`config.mk`:
```
export PLATFORM = sky130hd
export DESIGN_NAME = tick_gen
export DESIGN_NICKNAME = d
export VERILOG_FILES = /design/src/rtl/tick_gen_pkg.sv /design/src/rtl/tick_gen_ch.sv /design/src/rtl/tick_gen.sv
export SDC_FILE = /design/constraint.sdc
export NUM_CORES = 1
export LEC_CHECK = 0
export CAP_MARGIN = 20
export CORE_MARGIN = 4
export CORE_UTILIZATION = 63
export DETAILED_ROUTE_END_ITERATION = 7
export HOLD_SLACK_MARGIN = 0.06
export PLACE_DENSITY = 0.81
export SKIP_LAST_GASP = 1
export SLEW_MARGIN = 20
export SYNTH_ARGS = -nofsm -noshare
export SYNTH_HDL_FRONTEND = slang
export SYNTH_SLANG_ARGS = --single-unit
```
`constraint.sdc`:
```
create_clock -name clk -period 5.4 [get_ports clk]
set_input_delay 0.81 -clock clk [delete_from_list [all_inputs] [get_ports clk]]
set_output_delay 0.81 -clock clk [all_outputs]
set_load 0.03 [all_outputs]
```
`src/rtl/tick_gen_pkg.sv`:
```
// Shared constants and helpers for the tick_gen multi-channel tick divider.
// The optional square-wave outputs are enabled by defining TICK_GEN_SQ_EN.
package tick_gen_pkg;

  // Reset divisor: 500 ms tick at a 100 MHz clock.
  localparam int unsigned DEF_DIV   = 50000000;
  localparam int unsigned DEF_CNT_W = 30;

  // Widest counter the clamp helper handles; CNT_W must not exceed this.
  localparam int unsigned MAX_CNT_W = 64;

  // A divisor of 0 would never terminate the count, so it behaves as 1.
  function automatic logic [MAX_CNT_W-1:0] clamp_div(input logic [MAX_CNT_W-1:0] d);
    logic [MAX_CNT_W-1:0] r;
    r = d;
    if (d == '0) begin
      r = {{(MAX_CNT_W-1){1'b0}}, 1'b1};
    end
    return r;
  endfunction

endpackage

```
`src/rtl/tick_gen_ch.sv`:
```
// One divider channel: divisor register, free-running counter, registered
// one-cycle tick and, when TICK_GEN_SQ_EN is defined, a registered square wave.
// clr_i (load or sync) always beats a terminal count: no tick on a clear edge.
module tick_gen_ch #(
  parameter int unsigned CNT_W   = tick_gen_pkg::DEF_CNT_W,
  parameter int unsigned DEF_DIV = tick_gen_pkg::DEF_DIV
) (
  input  logic             clk,
  input  logic             rst_n,
  input  logic             en_i,
  input  logic             clr_i,
  input  logic             wr_i,
  input  logic [CNT_W-1:0] wr_div_i,
`ifdef TICK_GEN_SQ_EN
  output logic             sq_o,
`endif
  output logic             tick_o
);
  import tick_gen_pkg::*;

  localparam logic [CNT_W-1:0] ONE     = CNT_W'(1);
  localparam logic [CNT_W-1:0] RST_DIV = CNT_W'(clamp_div(MAX_CNT_W'(DEF_DIV)));

  logic [CNT_W-1:0] cnt_q, cnt_d;
  logic [CNT_W-1:0] div_q, div_d;
  logic             tick_q, tick_d;
  logic             term;
`ifdef TICK_GEN_SQ_EN
  logic             sq_q, sq_d;
`endif

  // Last count of the period; div_q is never 0 so this cannot wrap.
  assign term = (cnt_q == (div_q - ONE));

  // Next-state: divisor write, clear, count/terminal, or hold.
  always_comb begin
    cnt_d  = cnt_q;
    div_d  = div_q;
    tick_d = 1'b0;
`ifdef TICK_GEN_SQ_EN
    sq_d   = sq_q;
`endif
    if (wr_i) begin
      div_d = CNT_W'(clamp_div(MAX_CNT_W'(wr_div_i)));
    end
    if (clr_i) begin
      cnt_d = '0;
`ifdef TICK_GEN_SQ_EN
      sq_d  = 1'b0;
`endif
    end else if (en_i) begin
      if (term) begin
        cnt_d  = '0;
        tick_d = 1'b1;
`ifdef TICK_GEN_SQ_EN
        sq_d   = ~sq_q;
`endif
      end else begin
        cnt_d = cnt_q + ONE;
      end
    end
  end

  // State registers with asynchronous reset to the default divisor.
  always_ff @(posedge clk or negedge rst_n) begin
    if (!rst_n) begin
      cnt_q  <= '0;
      div_q  <= RST_DIV;
      tick_q <= 1'b0;
`ifdef TICK_GEN_SQ_EN
      sq_q   <= 1'b0;
`endif
    end else begin
      cnt_q  <= cnt_d;
      div_q  <= div_d;
      tick_q <= tick_d;
`ifdef TICK_GEN_SQ_EN
      sq_q   <= sq_d;
`endif
    end
  end

  assign tick_o = tick_q;
`ifdef TICK_GEN_SQ_EN
  assign sq_o   = sq_q;
`endif

endmodule

```
`src/rtl/tick_gen.sv`:
```
// tick_gen: N_CH independent programmable tick dividers on one clock.
// Define TICK_GEN_SQ_EN to add the per-channel square-wave output sq.
// Strobes: load and sync are single-cycle, sampled on the rising edge they
// are high; there is no back-pressure, every strobe takes effect that edge.
module tick_gen #(
  parameter int          N_CH    = 4,
  parameter int unsigned CNT_W   = tick_gen_pkg::DEF_CNT_W,
  parameter int unsigned DEF_DIV = tick_gen_pkg::DEF_DIV,
  localparam int         LC_W    = (N_CH > 1) ? $clog2(N_CH) : 1
) (
  input  logic             clk,
  input  logic             rst_n,
  input  logic [N_CH-1:0]  en,
  input  logic             load,
  input  logic [LC_W-1:0]  load_ch,
  input  logic [CNT_W-1:0] load_div,
  input  logic             sync,
`ifdef TICK_GEN_SQ_EN
  output logic [N_CH-1:0]  sq,
`endif
  output logic [N_CH-1:0]  tick
);
  import tick_gen_pkg::*;

  logic [N_CH-1:0] load_hit;
  logic            load_ok;

  // An index beyond the last channel is dropped rather than aliased.
  assign load_ok = load && (int'(load_ch) < N_CH);

  // One-hot decode of the load target channel.
  always_comb begin
    load_hit = '0;
    for (int i = 0; i < N_CH; i++) begin
      load_hit[i] = load_ok && (int'(load_ch) == i);
    end
  end

  for (genvar i = 0; i < N_CH; i++) begin : g_ch
    tick_gen_ch #(
      .CNT_W   (CNT_W),
      .DEF_DIV (DEF_DIV)
    ) u_ch (
      .clk      (clk),
      .rst_n    (rst_n),
      .en_i     (en[i]),
      .clr_i    (sync | load_hit[i]),
      .wr_i     (load_hit[i]),
      .wr_div_i (load_div),
`ifdef TICK_GEN_SQ_EN
      .sq_o     (sq[i]),
`endif
      .tick_o   (tick[i])
    );
  end

endmodule

```
==> flow_metrics.py <==
metrics = {
    "outcome": {
        "status": "completed",
    },
    "global_routing": {
        "grt_pass1_vias": 13500,
        "grt_remaining_overflow": 0,
        "grt_usage_pct": 29.8,
        "grt_antenna_before_repair": 0,
        "grt_max_degree": 154,
        "grt_first_pass_wirelength_mm": 70.6,
    },
    "layout": {
        "n_antenna_cell": 0,
        "layout_common_cells": "196 x dfrtp_1, 165 x nand2_1, 115 x mux2_2",
        "final_layout_size_suffix_gt1_share_pct": 15.2,
        "final_net_count": 1837,
        "mostFrequentLayoutCell": "dfrtp_1",
        "fillers": 1882,
        "area_delta_synth_final_pct": 10.2,
    },
    "clocking": {
        "path_clk_slew_ns": 0.07,
        "cts_setup_buffers": 0,
        "tritoncts": "built",
        "htree_num_levels": 1,
        "cts-root-buf": "clkbuf_16",
        "cts_buffers": 28,
        "cts_hold_buf": 0,
        "cts.sinks": 244,
        "clock_latency_ns": 0.56,
        "postCtsResizedCells": 0,
        "clock_path_buffers": 3,
    },
    "logic_synthesis": {
        "synthCells": 1805,
        "yosysWarningCount": 0,
        "synth-edff-count": 0,
        "synth.net_count": 1853,
        "yosys-top-cells-area": "dfrtp_1 30%, mux2_2 8.0%, dfstp_2 7.8%",
        "synth_seq_area_share_pct": 38.0,
        "synth_ff_type": "dfrtp_1",
        "synth_area_um2": 16200,
        "yosys.area.top_type": "dfrtp_1",
        "ys_types": 78,
        "ys_async_sr_fraction_pct": 100,
        "synth-seq-cells": 244,
        "avgSynthCellArea_um2": 8.99,
        "synth_top_area_share_pct": 30.2,
    },
    "worst_setup_path": {
        "cp_data_arrival_time_ns": 4.87,
        "crit_path_start": "g_ch[3].u_ch.div_q[9]",
        "startpoint_type": "flip-flop",
        "rr_startpoint": "g_ch[3].u_ch.div_q[9]",
        "crit_type": "reg2reg",
        "cp-end-kind": "flip-flop",
        "worstPathRequired_ns": 5.84,
        "crit_fanout": 19,
    },
    "job": {
        "maxCapViolCount": 0,
    },
    "power": {
        "p_leak_nw": 6.83,
        "ir_drop_uv": 260,
        "power.total_w": 0.00553,
        "pwr_density_cell_nw_per_um2": 309,
    },
    "timing": {
        "finalSetupViolations": 0,
        "fmax_mhz": 226,
        "hold_viol_final": 0,
        "fin_crit_sh_pct": 82.1,
        "relSlewSlack_pct": 42.9,
        "drv_slew": 0,
        "fin_crit_ns": 4.43,
        "worstMarginPinSlew_ns": 0.856,
        "fin_setup_tns_ns": 0,
        "rsz0062_at_grt": "no",
        "skew_ns": 0.0128,
    },
    "die": {
        "fp-row-count": 58,
        "top_level_ports": 44,
        "chipWidth_um": 169,
        "fp.coreArea_um2": 25300,
        "initial_utilization_pct": 64.3,
        "die_y_um": 169,
        "dieArea_um2": 28400,
    },
    "drt": {
        "met2_length_mm": 20.1,
        "vias_per_cell": 6.78,
        "drt_iter0_markers": 1474,
        "wirelength_mm": 43.4,
        "num_vias": 14500,
        "ant_nets": 0,
        "dr.pass1.iters": 5,
        "drcViolationCount": 0,
        "dr.max_layer_used": "met4",
        "met3_length_mm": 2.83,
        "wl_per_cell_um": 20.3,
        "wl_met1_mm": 18.8,
    },
    "placed_design": {
        "gp_congestion": 0.926,
        "hpwl_mm": 30.1,
        "numPortBuffers": 43,
    },
    "min_path": {
        "worst_hold_path_type": "in2async",
    },
}
[final timing paths]
kind,to,slack (ns),cells after the start
worst max-delay path,g_ch[3].u_ch.cnt_q[13],0.97,10
worst min-delay path,g_ch[2].u_ch.cnt_q[4],0.24,1
worst max register to register,g_ch[3].u_ch.cnt_q[13],0.97,10
worst min register to register,g_ch[0].u_ch.div_q[29],0.53,1
max in group asynchronous,g_ch[0].u_ch.tick_o,3.89,2
min in group clk,g_ch[0].u_ch.div_q[29],0.53,1
[metal layers]
metal,GRT usage [%],up-vias
li1,-,6738
met1,42.6,7110
met2,47.1,566
met3,3.29,109
met4,11.5,0
met5,0,-
[through the flow]
step	std cells	util, %	setup WS [ns]	hold slack, ns	area, um2
final	2141	70.8	0.966	0.241	17900
after global routing	2141	70.8	0.683	0.300	17900
after CTS	2140	70.8	1.06	0.280	17900
after detailed placement	2088	66.6	1.06	0.530	16800
after global placement	2088	66.6	1.21	0.510	16800
after floorplan	1805	-	1.63	0.500	16200
[state kept, by name, indices dropped and copies added (netlist names)]
register / count
g_ch.u_ch.cnt_q: 120
g_ch.u_ch.tick_o: 4
g_ch.u_ch.div_q: 120
[Yosys cell counts, types with 16 or more instances]
cell type  count
nand3_1      111
dfrtp_1      196
clkbuf_1      87
nor4_1        70
nor2_1       102
or3_1         34
inv_1         45
or4_1         37
xor2_1        62
nor2b_1       16
a21oi_1       30
and3_1        35
nand2_1      165
nor3_1        66
dfstp_2       48
mux2_2       115
nand4_1       56
a31oi_1       28
o311ai_0      17
xnor2_1       82
or2_2         16
o211ai_1      16
nand2b_1      25
o21ai_0       64
[worst max-delay path: stages (launching register included)]
cell and delay [ns]:
dfrtp_1 0.45, nor4_1 0.73, nand3_2 0.36, or4_1 0.61
a2111oi_0 0.45, nand4_1 0.15, nor4_1 0.33, buf_4 0.25
or2_1 0.55, nor4_1 0.15, a221o_1 0.29
[area by class of cell]
cell class / instances / area [um2] / area share [%]
clock inverters: 17 / 270 / 1.51
inverters: 45 / 169 / 0.944
well taps: 330 / 413 / 2.31
multi-input cells: 1404 / 9450 / 52.8
flip-flops and latches: 244 / 6170 / 34.5
repair buffers: 66 / 628 / 3.51
clock buffers: 35 / 788 / 4.41
[kinds of logic after synthesis]
family | after synthesis | share of synthesized area, %
compound gates | 307 | 13.5
xor+xnor | 144 | 7.77
fa+ha+maj | 8 | 0.617
buf+inv | 157 | 4.01
flops | 244 | 38.0
mux | 130 | 8.90
simple gates | 815 | 27.2
[power breakdown]
part | leakage (nW) | internal [W] | switching, W
logic | 3.24 | 0.000481 | 0.000545
registers | 3.09 | 0.00206 | 0.000298
clock network | 0.501 | 0.00133 | 0.000817
(Power assumes the default switching activity.)
